$ cat src/rtl/register_load_arbiter.sv
// register_load_arbiter
//   Shares one parallel-load register between four requesters. A winner is
//   picked per transaction, its data word is captured into D, load is pulsed
//   for one cycle, then a four-phase req/ack handshake completes with the
//   winner.
//
// Ports:
//   clk          system clock, rising edge
//   rst          synchronous active-high reset
//   req[3:0]     request lines, bit i belongs to requester i
//   data0..data3 data word offered by each requester (WIDTH bits)
//   ack[3:0]     acknowledge, one-hot or zero
//   load         load strobe to the register
//   D            data to the register (WIDTH bits)
//   owner[1:0]   index of the current or most recent winner
//   busy         high whenever the machine is not idle
//
// Build option:
//   LOAD_ARB_FIXED_PRIO_EN  when defined, selection is fixed priority
//                           (requester 0 highest) and no rotating pointer
//                           exists; otherwise selection is round-robin.
//
// State table:
//   state | meaning
//   IDLE  | no transaction; next nonzero req is granted
//   LOAD  | load strobe high for this single cycle
//   ACK   | ack[owner] high until req[owner] drops

module register_load_arbiter #(
    parameter int WIDTH = 3
) (
    input  logic             clk,
    input  logic             rst,
    input  logic [3:0]       req,
    input  logic [WIDTH-1:0] data0,
    input  logic [WIDTH-1:0] data1,
    input  logic [WIDTH-1:0] data2,
    input  logic [WIDTH-1:0] data3,
    output logic [3:0]       ack,
    output logic             load,
    output logic [WIDTH-1:0] D,
    output logic [1:0]       owner,
    output logic             busy
);

    typedef enum logic [1:0] {
        IDLE = 2'd0,
        LOAD = 2'd1,
        ACK  = 2'd2
    } state_t;

    state_t           state;
    logic [1:0]       start;
    logic [1:0]       cand;
    logic [1:0]       win_idx;
    logic [WIDTH-1:0] win_data;

`ifdef LOAD_ARB_FIXED_PRIO_EN
    assign start = 2'd0;
`else
    logic [1:0] ptr;
    assign start = ptr;
`endif

    // Scan from the farthest offset back to the start so the lowest offset
    // with a set request is the one left in win_idx.
    always_comb begin
        win_idx = start;
        cand    = '0;
        for (int k = 3; k >= 0; k--) begin
            cand = start + 2'(k);
            if (req[cand]) begin
                win_idx = cand;
            end
        end
    end

    always_comb begin
        win_data = '0;
        case (win_idx)
            2'd0:    win_data = data0;
            2'd1:    win_data = data1;
            2'd2:    win_data = data2;
            default: win_data = data3;
        endcase
    end

    always_ff @(posedge clk) begin
        if (rst) begin
            state <= IDLE;
            load  <= 1'b0;
            ack   <= 4'b0000;
            D     <= '0;
            owner <= 2'd0;
            busy  <= 1'b0;
`ifndef LOAD_ARB_FIXED_PRIO_EN
            ptr   <= 2'd0;
`endif
        end else begin
            case (state)
                IDLE: begin
                    load <= 1'b0;
                    ack  <= 4'b0000;
                    if (|req) begin
                        owner <= win_idx;
                        D     <= win_data;
                        load  <= 1'b1;
                        busy  <= 1'b1;
                        state <= LOAD;
                    end
                end
                LOAD: begin
                    // The handshake proceeds even if the winner already
                    // withdrew; ACK then exits after one cycle.
                    load  <= 1'b0;
                    ack   <= 4'b0001 << owner;
                    state <= ACK;
                end
                ACK: begin
                    if (!req[owner]) begin
                        ack   <= 4'b0000;
                        busy  <= 1'b0;
                        state <= IDLE;
`ifndef LOAD_ARB_FIXED_PRIO_EN
                        ptr   <= owner + 2'd1;
`endif
                    end
                end
                default: begin
                    load  <= 1'b0;
                    ack   <= 4'b0000;
                    busy  <= 1'b0;
                    state <= IDLE;
                end
            endcase
        end
    end

endmodule

$ cat config.mk
export PLATFORM = sky130hd
export DESIGN_NAME = register_load_arbiter
export DESIGN_NICKNAME = d
export VERILOG_FILES = /design/src/rtl/register_load_arbiter.sv
export SDC_FILE = /design/constraint.sdc
export NUM_CORES = 1
export LEC_CHECK = 0
export CAP_MARGIN = 10
export CORE_ASPECT_RATIO = 0.9
export CORE_MARGIN = 2
export CORE_UTILIZATION = 45
export DETAILED_ROUTE_END_ITERATION = 10
export DONT_BUFFER_PORTS = 1
export SYNTH_ARGS = -nofsm -noshare
export SYNTH_HDL_FRONTEND = slang
export SYNTH_SLANG_ARGS = --single-unit
$ cat constraint.sdc
create_clock -name clk -period 2 [get_ports clk]
set_input_delay 0.2 -clock clk [delete_from_list [all_inputs] [get_ports clk]]
set_output_delay 0.2 -clock clk [all_outputs]
set_load 0.01 [all_outputs]
Word-level counts from Yosys, hierarchy flattened. Index checks and enable logic that the tools add are counted.

Input bits: 18. Word-level logic and storage cells: 57. Register bits: 15. Output and inout bits: 11.

$lt $le $gt $ge: 5. Reductions and logical operators: 7. Muxes and demuxes: 25. Bitwise logic cells: 2. Shift operators: 1. Eq/ne operators: 6. Add/sub/neg operators: 4.

Operator list (count): less-than comparator 2 x 3 -> 1 bit, second input constant (5); two-way mux 2 bit (6); binary-select mux 1 bit (select 2 bit) (5); one-hot mux 3 bit (3 select lines) (1); two-way mux 1 bit (8); one-hot mux 4 bit (2 select lines) (1); one-hot mux 2 bit (3 select lines) (1); AND reduction 2 bit (3); adder 2 x 1 -> 2 bit, second input constant (2); adder 2 bit, second input constant (2); == test 2 x 1 -> 1 bit, second input constant (2); == test 2 bit, second input constant (2); logical NOT 2 bit (2); two-way mux 4 bit (1); inequality test 2 bit, second input constant (2); OR reduction 4 bit (1); << shifter 1 x 2 -> 4 bit, first input constant (1); one-hot mux 1 bit (3 select lines) (1); AND reduction 3 bit (1); NOT 1 bit (2); one-hot mux 1 bit (2 select lines) (1).

Longest topological paths before layout. Gate-level depths: netlist (run 1).

Depth after elaboration: 9. Mapped depth: 6. Depth with buffers taken out: 5.

Worst setup path before layout (run 1). No wires, ideal clock.

Path kind: register to register. Start point: register owner[1]. End point: register ptr[0]. Cell stages (with the launch flop): 5. Arrival: 1466 ps. Required time: 1872 ps. Setup time: 128 ps. Path buffers: 0. Slack: 407 ps. Clock period less this slack: 1593 ps. Cell sequence: dfxtp_1 mux4_2 nor3b_2 mux2i_1 nor2_1.

Longest elaborated chain between the ends: 4.

Ends and longest elaborated chain: start: declaration (RTL line 42) `output logic [1:0] owner,`; start signal: assignment (RTL line 105) `owner <= win_idx;`; binary-select mux 1 bit (select 2 bit) (RTL line 120) `if (!req[owner]) begin`; two-way mux 1 bit (not written as such) (RTL line 120); NOT 1 bit (no source line); AND reduction 2 bit (no source line); end signal: assignment (RTL line 125) `ptr <= owner + 2'd1;`; end: declaration (RTL line 61) `logic [1:0] ptr;`.

Every way passes these cells. The select of a mux whose other input is x is not followed. A chain may end at the register's enable or synchronous reset.

Worst setup path after layout (run 1). Ends and elaborated chain as after synthesis.

==> results of run 1 <==
==> Yosys cell counts <==
cell	n	area, µm²
buf_6	1	11.3
inv_1	3	11.3
nor3_1	2	10.0
clkbuf_1	2	7.51
mux2i_1	10	100
o21bai_1	1	7.51
and2b_1	1	7.51
nand2_1	3	11.3
o221ai_1	3	26.3
nand2b_1	1	6.26
mux4_2	1	22.5
dfxtp_1	15	300
o221a_1	1	11.3
or3_1	1	6.26
nor2_8	1	20.0
a32oi_1	4	35.0
o41ai_2	1	16.3
a21oi_1	5	25.0
nor2_1	13	48.8
nand3b_1	3	22.5
nor3b_2	1	12.5
ha_1	4	50.1
nor4_1	1	6.26
nand2_2	1	6.26
nor2b_1	4	25.0
buf_4	1	7.51
o21ai_0	2	10.0
==> where the power goes <==
group / leakage, nW / total, W / internal (W) / switching [W]
combinational: 0.181 / 0.000118 / 0.0000549 / 0.0000636
sequential: 0.123 / 0.000359 / 0.000324 / 0.0000353
clock: 0.0177 / 0.000175 / 0.0000742 / 0.000101
==> registers in the layout (all words and copies together), names as in the netlist <==
register	flops
load	1
ptr	2
ack	4
D	3
busy	1
owner	2
state	2
==> through the flow <==
stage	setup slack (ns)	cell area [µm²]
2_1_floorplan	0.407	825
5_1_grt	0.200	866
3_3_place_gp	0.319	828
6_report	0.300	866
3_5_place_dp	0.312	828
4_1_cts	0.285	866
==> routing by layer <==
| metal | up-vias | part of all wire (%) |
|---|---|---|
| met5 | - | 0 |
| met4 | 0 | 0.62 |
| met3 | 2 | 6.0 |
| met2 | 17 | 49 |
| met1 | 288 | 45 |
| li1 | 317 | - |
==> logic make-up (layout without fill, tap and decap cells) <==
family	count (synthesis)	count (layout)	share of synthesized area, %
compound gates	17	17	15.9
fa+ha+maj	4	4	6.07
buf+inv	7	8	4.55
flops	15	15	36.4
mux	11	11	14.9
simple gates	32	32	22.2
==> layout by cell type (no fill, tap or decap), types with 2 or more instances in the layout <==
master    instances
clkbuf_4          3
o221ai_1          3
a21oi_1           5
nor2b_1           4
a32oi_1           4
nor2_1           13
inv_1             3
nand2_1           3
nand3b_1          3
dfxtp_1          15
o21ai_0           2
mux2i_1          10
nor3_1            2
ha_1              4
==> timing repair <==
item | in CTS | in global routing
endpoints found under the hold margin | 12 | 0
hold buffers | 1 | 0
setup buffers | 0 | 0
==> worst max-delay path: stages, from the launching register on <==
cell,delay [ns]
dfxtp_1,0.49
mux4_2,0.56
nor3b_2,0.26
mux2i_1,0.22
nor2_1,0.05
==> area by class of cell <==
cell class                 instances  area (µm²)  area share, %
tap                               24        30.0           3.47
clock buffer                       3        22.5           2.60
timing repair buffer               1        10.0           1.16
inverter                           3        11.3           1.30
multi-input combinational         64         487           56.2
clock inverter                     1        5.00          0.578
sequential                        15         300           34.7
==> worst min-delay path by stage <==
| stage | slack, ns | startpoint | end |
|---|---|---|---|
| 2_1_floorplan | 0.28 | rst | state[0]$_SDFFE_PP0P_ |
| 4_1_cts | 0.11 | data0[1] | D[1]$_SDFFE_PP0P_ |
| 5_1_grt | 0.12 | data0[1] | D[1]$_SDFFE_PP0P_ |
| 3_5_place_dp | 0.28 | rst | owner[1]$_SDFFE_PP0P_ |
| 3_3_place_gp | 0.27 | rst | busy$_SDFFE_PP0P_ |
| 6_report | 0.12 | data0[1] | D[1]$_SDFFE_PP0P_ |
==> run_results.csv, run 1 <==
group,metric,value,unit
drt,viasPerCell,5.62,
setup_path,required,2.17,ns
setup_path,critPathCapture,"ptr[0]$_SDFFE_PP0P_",
clock_tree,cts_tree,"done",
setup_path,r2r-end,"ptr[0]$_SDFFE_PP0P_",
setup_path,reg2regPathDepth,4,
global_routing,grtUsageMet3,7.09,%
synthesis,yosys_register_bits,15,
setup_path,setup.worst_path.start,"owner[1]$_SDFFE_PP0P_",
setup_path,r2r_slack,0.30,ns
die,ios,29,
clock_tree,cts_buffer_depth,2,
die,dieHeight,44.6,µm
synthesis,syn-num-nets,108,
setup_path,worstSetupEndpointType,"flop",
timing,finClkSkew,0.0134,ns
clock_tree,cts_resized,0,
timing,rsz0062_at_grt,"no",
synthesis,netlist_area,825,µm²
setup_path,crit_fanout,6,
setup_path,worst-setup-path-type,"flop to flop",
placement,hpwlAfterDp,1210,µm
global_routing,grt_usage,17.2,%
synthesis,ys_seq_area_share,36.4,%
drt,first_pass_iters,3,
setup_path,cp-start-kind,"flop",
drt,route.detailed.drc,0,
die,rows,14,
clock_tree,clock-sinks,15,
synthesis,yosysUniqueCellTypes,27,
global_routing,grt_pass1_wl,2860,µm
global_routing,globalRoute.busiestLayer,"met2",
timing,finalHoldViolations,0,
finish,fill_cells,174,
timing,final_max_slew_viol_count,0,
placement,place_congestion,0.755,
drt,drt_iter0_drc,11,
timing,period_needed,1.70,ns
setup_path,arrival,1.87,ns
finish,drive_above_1_share,10.3,%
clock_tree,clkTransAtPathRegs,0.10,ns
placement,port_buffers,0,
timing,clock.fmax,588,MHz
drt,wire_per_inst,14.6,µm
global_routing,gr-total-overflow,0,
setup_path,r2r-start,"owner[1]$_SDFFE_PP0P_",
clock_tree,insertion_delay,0.29,ns
die,initial_utilization,48.5,%
power_and_ir_drop,p_per_area,753,nW/µm²
die,die_area,2190,µm²
drt,routed_wl,1630,µm
clock_tree,root_buffer,"clkbuf_4",
die,die_w,49.1,µm
finish,finalNetCount,110,
drt,ant_nets,0,
drt,vias,624,
clock_tree,cts_made_buffers,3,
die,core-area,1700,µm²
timing,relSlewSlack,60.7,%
worst_hold_path,hold_path_class,"input pin to flop",
clock_tree,h-tree-depth,1,
synthesis,yosysWarnings,0,
timing,fin_crit_sh,85.0,%
global_routing,grt_use_met2,27.8,%
global_routing,gr-usage-met1,21.3,%
global_routing,grt_max_degree,13,
global_routing,grt_pass1_vias,619,
finish,syn_to_final_growth,5.01,%
finish,diodes,0,
timing,whs,0.124,ns
timing,setup_viol,0,
placement,dp.cells,106,
timing,setup_tns,0,ns
flow_run,maxCapViolCount,0,
finish,final_core_util,51.0,%
synthesis,avgSynthCellArea,9.59,µm²
global_routing,antenna_found_initial,0,
status,status,"finished clean",
power_and_ir_drop,peakVddDrop,0.427,mV
worst_hold_path,hold_depth,2,
power_and_ir_drop,leakagePower,0.321,nW
timing,tightest_slew,0.588,ns
synthesis,postSynthCellCount,86,
power_and_ir_drop,finalPower,0.000652,W
finish,final-instance-count-excl-fill,111,
Power figures use the tool's default switching activity.
==> run 2: changes to the inputs <==
- ABC_AREA: unset -> 1
==> run_results.csv, run 2 <==
group,metric,value,unit
status,status,"finished clean",
finish,drive_above_1_share,13.4,%
drt,ant_nets,0,
timing,clock.fmax,597,MHz
synthesis,postSynthCellCount,153,
finish,largest_reg_flops,4,
die,rows,16,
drt,viasPerCell,5.09,
clock_tree,clock-sinks,15,
timing,finClkSkew,0.00374,ns
timing,setup_viol,0,
timing,finalHoldViolations,0,
clock_tree,root_buffer,"clkbuf_4",
synthesis,netlist_area,980,µm²
synthesis,async_flop_share,0,%
global_routing,grt_usage,16.6,%
timing,tightest_slew,0.427,ns
placement,hpwlAfterDp,1660,µm
global_routing,grt_max_degree,11,
finish,largestRegisters,"ack x4, D x3",
global_routing,globalRoute.busiestLayer,"met2",
power_and_ir_drop,leakagePower,0.513,nW
global_routing,grtUsageMet3,5.52,%
setup_path,path_cells,"inv_8, nand2_1, nand2_1, nand2_1, nand2_1, nand2_1, nand3_1, nand2_1, nand2_2, o21ai_1, nand3_1, nand2_1, a21oi_2",
drt,vias,937,
timing,whs,0.0746,ns
die,ios,29,
finish,final-instance-count-excl-fill,184,
synthesis,yosysMostFrequentCell,"nand2_1",
synthesis,synthFlopType,"dfxtp_1",
synthesis,yosysUniqueCellTypes,23,
drt,wire_per_inst,11.2,µm
power_and_ir_drop,peakVddDrop,0.534,mV
placement,port_buffers,0,
drt,first_pass_iters,4,
finish,final_common_cell,"nand2_1",
finish,top_register,"ack",
setup_path,crit_slowest_cell,"dfxtp_2",
synthesis,synth.area.top_cells,"dfxtp_1 31%, nand2_1 19%, a21oi_1 7.2%",
synthesis,ys_seq_area_share,30.7,%
power_and_ir_drop,p_per_area,801,nW/µm²
setup_path,cp_slowest_stage_delay,0.49,ns
placement,dp.cells,179,
clock_tree,insertion_delay,0.27,ns
finish,syn_to_final_growth,6.64,%
global_routing,antenna_found_initial,0,
synthesis,yosys_register_bits,15,
synthesis,syn-num-nets,175,
finish,diodes,0,
timing,period_needed,1.67,ns
flow_run,maxCapViolCount,0,
die,core-area,2120,µm²
die,dieHeight,48.3,µm
die,die_area,2570,µm²
drt,drt_iter0_drc,22,
timing,fin_crit_sh,83.7,%
die,initial_utilization,46.2,%
finish,final_area,1040,µm²
synthesis,synth.top_cells.by_count,"50 x nand2_1, 17 x inv_1, 15 x dfxtp_1",
timing,setup_tns,0,ns
placement,place_congestion,0.754,
synthesis,yosys.area.top_type,"dfxtp_1",
clock_tree,cts_tree,"done",
setup_path,worstSetupEndpointType,"flop",
finish,layout_common_cells,"50 x nand2_1, 17 x inv_1, 14 x dfxtp_1, 14 x a21oi_1, 11 x nand3_1",
drt,route.detailed.drc,0,
worst_hold_path,hold_path_class,"input pin to flop",
timing,relSlewSlack,71.4,%
synthesis,synth.top_cell.area_share,30.7,%
clock_tree,cts_made_buffers,3,
global_routing,gr-total-overflow,0,
die,die_w,53.2,µm
global_routing,gr-usage-met1,21.4,%
setup_path,cp-start-kind,"flop",
setup_path,worst-setup-path-type,"flop to flop",
clock_tree,clkTransAtPathRegs,0.09,ns
global_routing,grt_pass1_vias,713,
synthesis,yosysWarnings,0,
finish,finalNetCount,180,
setup_path,cp_common_cell,"nand2_1",
global_routing,grt_use_met2,28.7,%
finish,final_core_util,49.2,%
setup_path,arrival,1.83,ns
global_routing,grt_pass1_wl,3090,µm
placement,placed_cell_area,1010,µm²
finish,fill_cells,229,
synthesis,avgSynthCellArea,6.40,µm²
timing,final_max_slew_viol_count,0,
clock_tree,h-tree-depth,1,
timing,rsz0062_at_grt,"no",
synthesis,synth_edf_count,0,
clock_tree,cts_buffer_depth,2,
setup_path,required,2.15,ns
setup_path,crit_fanout,10,
drt,routed_wl,2070,µm
==> run 2: cell count changes after synthesis, sizes merged, moves of 3 or more <==
cell,delta
a21oi,+11
a32oi,-4
inv,+19
mux2i,-10
nand2,+53
nand3,+12
nand4,+4
nor2,-8
nor2b,-4
o21ai,+7
o221ai,-3
==> run 2: path summary, 6_finish.rpt <==
kind / cells past startpoint / endpoint / startpoint / slack [ns]
max reg2reg: 13 / D[1]$_SDFFE_PP0P_ / ptr[0]$_SDFFE_PP0P_ / 0.33
min: 3 / owner[1]$_SDFFE_PP0P_ / rst / 0.07
min reg2reg: 2 / busy$_SDFFE_PP0P_ / busy$_SDFFE_PP0P_ / 0.51
max: 13 / D[1]$_SDFFE_PP0P_ / ptr[0]$_SDFFE_PP0P_ / 0.33
==> run 2: power by group <==
| group | internal [W] | switching [W] | leakage (nW) |
|---|---|---|---|
| combinational | 0.000101 | 0.000182 | 0.371 |
| clock | 0.0000740 | 0.0000939 | 0.0177 |
| sequential | 0.000335 | 0.0000505 | 0.124 |
==> run 2: final cells by class <==
class	instances	area (µm²)	share of cell area, %
Multi-Input combinational cell	113	571	54.6
Tap cell	27	33.8	3.23
Sequential cell	15	302	28.9
Clock inverter	1	5.00	0.479
Clock buffer	3	22.5	2.16
Timing Repair Buffer	2	17.5	1.68
Inverter	23	93.8	8.98
==> run 2: cells by family after synthesis <==
logic type | share of synthesized area [%]
and+or+nand+nor | 38.8
adders and majority gates | 5.11
buffers and inverters | 11.1
AOI/OAI and AO/OA | 14.3
DFF | 30.7
==> run 2: what timing repair did <==
| item | in CTS | in global routing |
|---|---|---|
| gates resized for setup | 0 | 1 |
| buffers inserted | 0 | 0 |
| setup endpoints to repair | 0 | 3 |
| hold buffers | 1 | 0 |
| endpoints found under the hold margin | 10 | 0 |
==> run 2: stage by stage <==
| stage | power [W] | worst slack [ns] |
|---|---|---|
| finish | 0.000837 | 0.326 |
| detailed placement | 0.000671 | 0.211 |
| CTS | 0.000847 | 0.177 |
| global route | 0.000909 | 0.0824 |
| floorplan | 0.000621 | 0.536 |
| global placement | 0.000666 | 0.252 |
==> run 2: routing by layer <==
metal	up-vias	part of all wire (%)
met5	-	0
li1	502	-
met4	0	0.44
met1	403	48
met3	2	7.7
met2	30	44
==> run 2: worst max-delay path, delay by kind of cell, from the launching register on <==
kind,cells,cell delay [ns]
buf+inv,1,0.07
flops,1,0.49
simple gates,10,0.78
compound gates,2,0.20
==> run 3: changes to the inputs <==
- clock period: 2 -> 1.58 ns (I/O delays scaled with it)
==> run_results.csv, run 3 (synthesis results as in run 2) <==
group,metric,value,unit
status,status,"complete, but fails checks",
status,violations,"hold timing, setup timing",
flow_run,maxCapViolCount,0,
timing,finClkSkew,0.00467,ns
setup_path,worst-setup-path-type,"flop to flop",
timing,setup_viol,2,
die,core-area,2120,µm²
finish,drive_above_1_share,35.8,%
finish,finalNetCount,188,
die,die_area,2570,µm²
timing,rsz0062_at_grt,"yes",
global_routing,grt_pass1_vias,864,
drt,viasPerCell,5.31,
finish,final_core_util,58.2,%
clock_tree,root_buffer,"clkbuf_4",
finish,largestRegisters,"ack x4, D x3",
setup_path,cp_common_cell,"nand2_2",
drt,first_pass_iters,4,
timing,tightest_slew,0.430,ns
finish,diodes,0,
power_and_ir_drop,clockPowerShare,18.3,%
clock_tree,cts_buffer_depth,2,
clock_tree,h-tree-depth,1,
drt,routed_wl,2530,µm
drt,wire_per_inst,13.2,µm
drt,ant_nets,0,
power_and_ir_drop,peakVddDrop,0.613,mV
die,ios,29,
global_routing,grt_pass1_wl,3590,µm
timing,setup_slack,-0.0337,ns
placement,hpwlAfterDp,1770,µm
global_routing,grt_usage,19.6,%
timing,clock.fmax,620,MHz
clock_tree,clock-sinks,15,
die,initial_utilization,46.2,%
power_and_ir_drop,p_sw_share,40.4,%
clock_tree,cts_made_buffers,3,
setup_path,arrival,1.84,ns
setup_path,cp_slowest_stage_delay,0.40,ns
setup_path,crit_fanout,8,
drt,drt_iter0_drc,11,
clock_tree,insertion_delay,0.28,ns
worst_hold_path,hold_path_class,"input pin to flop",
setup_path,required,1.80,ns
global_routing,gr-total-overflow,0,
clock_tree,clkTransAtPathRegs,0.09,ns
power_and_ir_drop,leakagePower,0.569,nW
finish,final_common_cell,"nand2_1",
timing,fin_crit_sh,102,%
timing,period_needed,1.61,ns
finish,top_register,"ack",
finish,largest_reg_flops,4,
finish,syn_to_final_growth,26.1,%
global_routing,antenna_found_initial,0,
placement,place_congestion,0.758,
power_and_ir_drop,seqPwrFrac,39.5,%
setup_path,path_cells,"inv_8, nand2_2, nand2_2, nand2_2, nand2_2, nand2_2, nand2_4, nand2_4, nand2_8, buf_6, nand4_1, nand3_1, nand2_2, a21oi_2",
power_and_ir_drop,switchingPower,0.000490,W
finish,final_area,1230,µm²
timing,finalHoldViolations,10,
power_and_ir_drop,p_per_area,981,nW/µm²
timing,whs,-0.0767,ns
drt,vias,1019,
die,die_w,53.2,µm
global_routing,grt_max_degree,14,
timing,relSlewSlack,71.1,%
power_and_ir_drop,p_int,0.000722,W
timing,final_max_slew_viol_count,0,
die,dieHeight,48.3,µm
clock_tree,cts_tree,"done",
die,rows,16,
drt,route.detailed.drc,0,
setup_path,cp-start-kind,"flop",
placement,port_buffers,0,
power_and_ir_drop,comb_power_share,42.2,%
finish,layout_common_cells,"27 x nand2_1, 24 x nand2_2, 15 x inv_1",
setup_path,crit_slowest_cell,"dfxtp_4",
setup_path,worstSetupEndpointType,"flop",
placement,placed_cell_area,1060,µm²
-- run 3: cell types whose count changed in the layout (fill, tap and decap cells not counted), moves of 3 or more --
cell,before,now
nand2_2,5,24
buf_4,1,9
nand2_1,50,27
nand3_1,11,8
-- run 3: worst max-delay path: cells and delay by family, from the launching register on --
kind | cells | cell delay, ns
and+or+nand+nor | 11 | 0.85
DFF | 1 | 0.40
AOI/OAI and AO/OA | 1 | 0.11
buffers and inverters | 2 | 0.20
-- run 3: cell type report --
class / count / area [µm²]
sequential: 15 / 305
tap: 27 / 33.8
multi-input combinational: 113 / 692
clock buffer: 4 / 26.3
fill: 223 / 887
timing repair buffer: 10 / 78.8
inverter: 23 / 98.8
-- run 3: final timing paths --
kind	depth (start not counted)	endpoint	startpoint	slack (ns)
worst max-delay path	14	D[0]$_SDFFE_PP0P_	ptr[0]$_SDFFE_PP0P_	-0.03
worst min-delay path	1	D[0]$_SDFFE_PP0P_	rst	-0.08
worst max register to register	14	D[0]$_SDFFE_PP0P_	ptr[0]$_SDFFE_PP0P_	-0.03
worst min register to register	2	ack[2]$_SDFFE_PP0P_	ack[2]$_SDFFE_PP0P_	0.50
-- run 3: power groups by stage --
stage / Clock, W / Combinational, W / Sequential [W]
2_1_floorplan: 0 / 0.000306 / 0.000480
6_report: 0.000221 / 0.000512 / 0.000479
3_5_place_dp: 0 / 0.000405 / 0.000481
4_1_cts: 0.000228 / 0.000422 / 0.000478
3_3_place_gp: 0 / 0.000395 / 0.000480
5_1_grt: 0.000245 / 0.000573 / 0.000486
-- run 3: metrics by stage --
step | TNS [ns] | setup WS, ns | power (W) | std cells
2_1_floorplan | 0 | 0.116 | 0.000786 | 153
3_3_place_gp | -0.0523 | -0.0267 | 0.000875 | 185
3_5_place_dp | -0.197 | -0.0669 | 0.000885 | 185
4_1_cts | -0.0218 | -0.0218 | 0.00113 | 190
5_1_grt | -0.463 | -0.169 | 0.00130 | 192
6_report | -0.0516 | -0.0337 | 0.00121 | 192
-- run 3: repair_timing --
item,4_1_cts,5_1_grt
gates resized for setup,16,27
endpoints found under the hold margin,10,10
buffers inserted,2,2
setup endpoints to repair,3,4
pin swaps,13,21
-- run 3: per-layer routing --
| metal | vias to the layer above | share of wire [%] | GRT usage [%] |
|---|---|---|---|
| li1 | 517 | - | - |
| met1 | 464 | 43 | 25.6 |
| met2 | 31 | 50 | 33.3 |
| met3 | 7 | 5.0 | 5.83 |
| met4 | 0 | 1.8 | 3.08 |
| met5 | - | 0 | 0 |
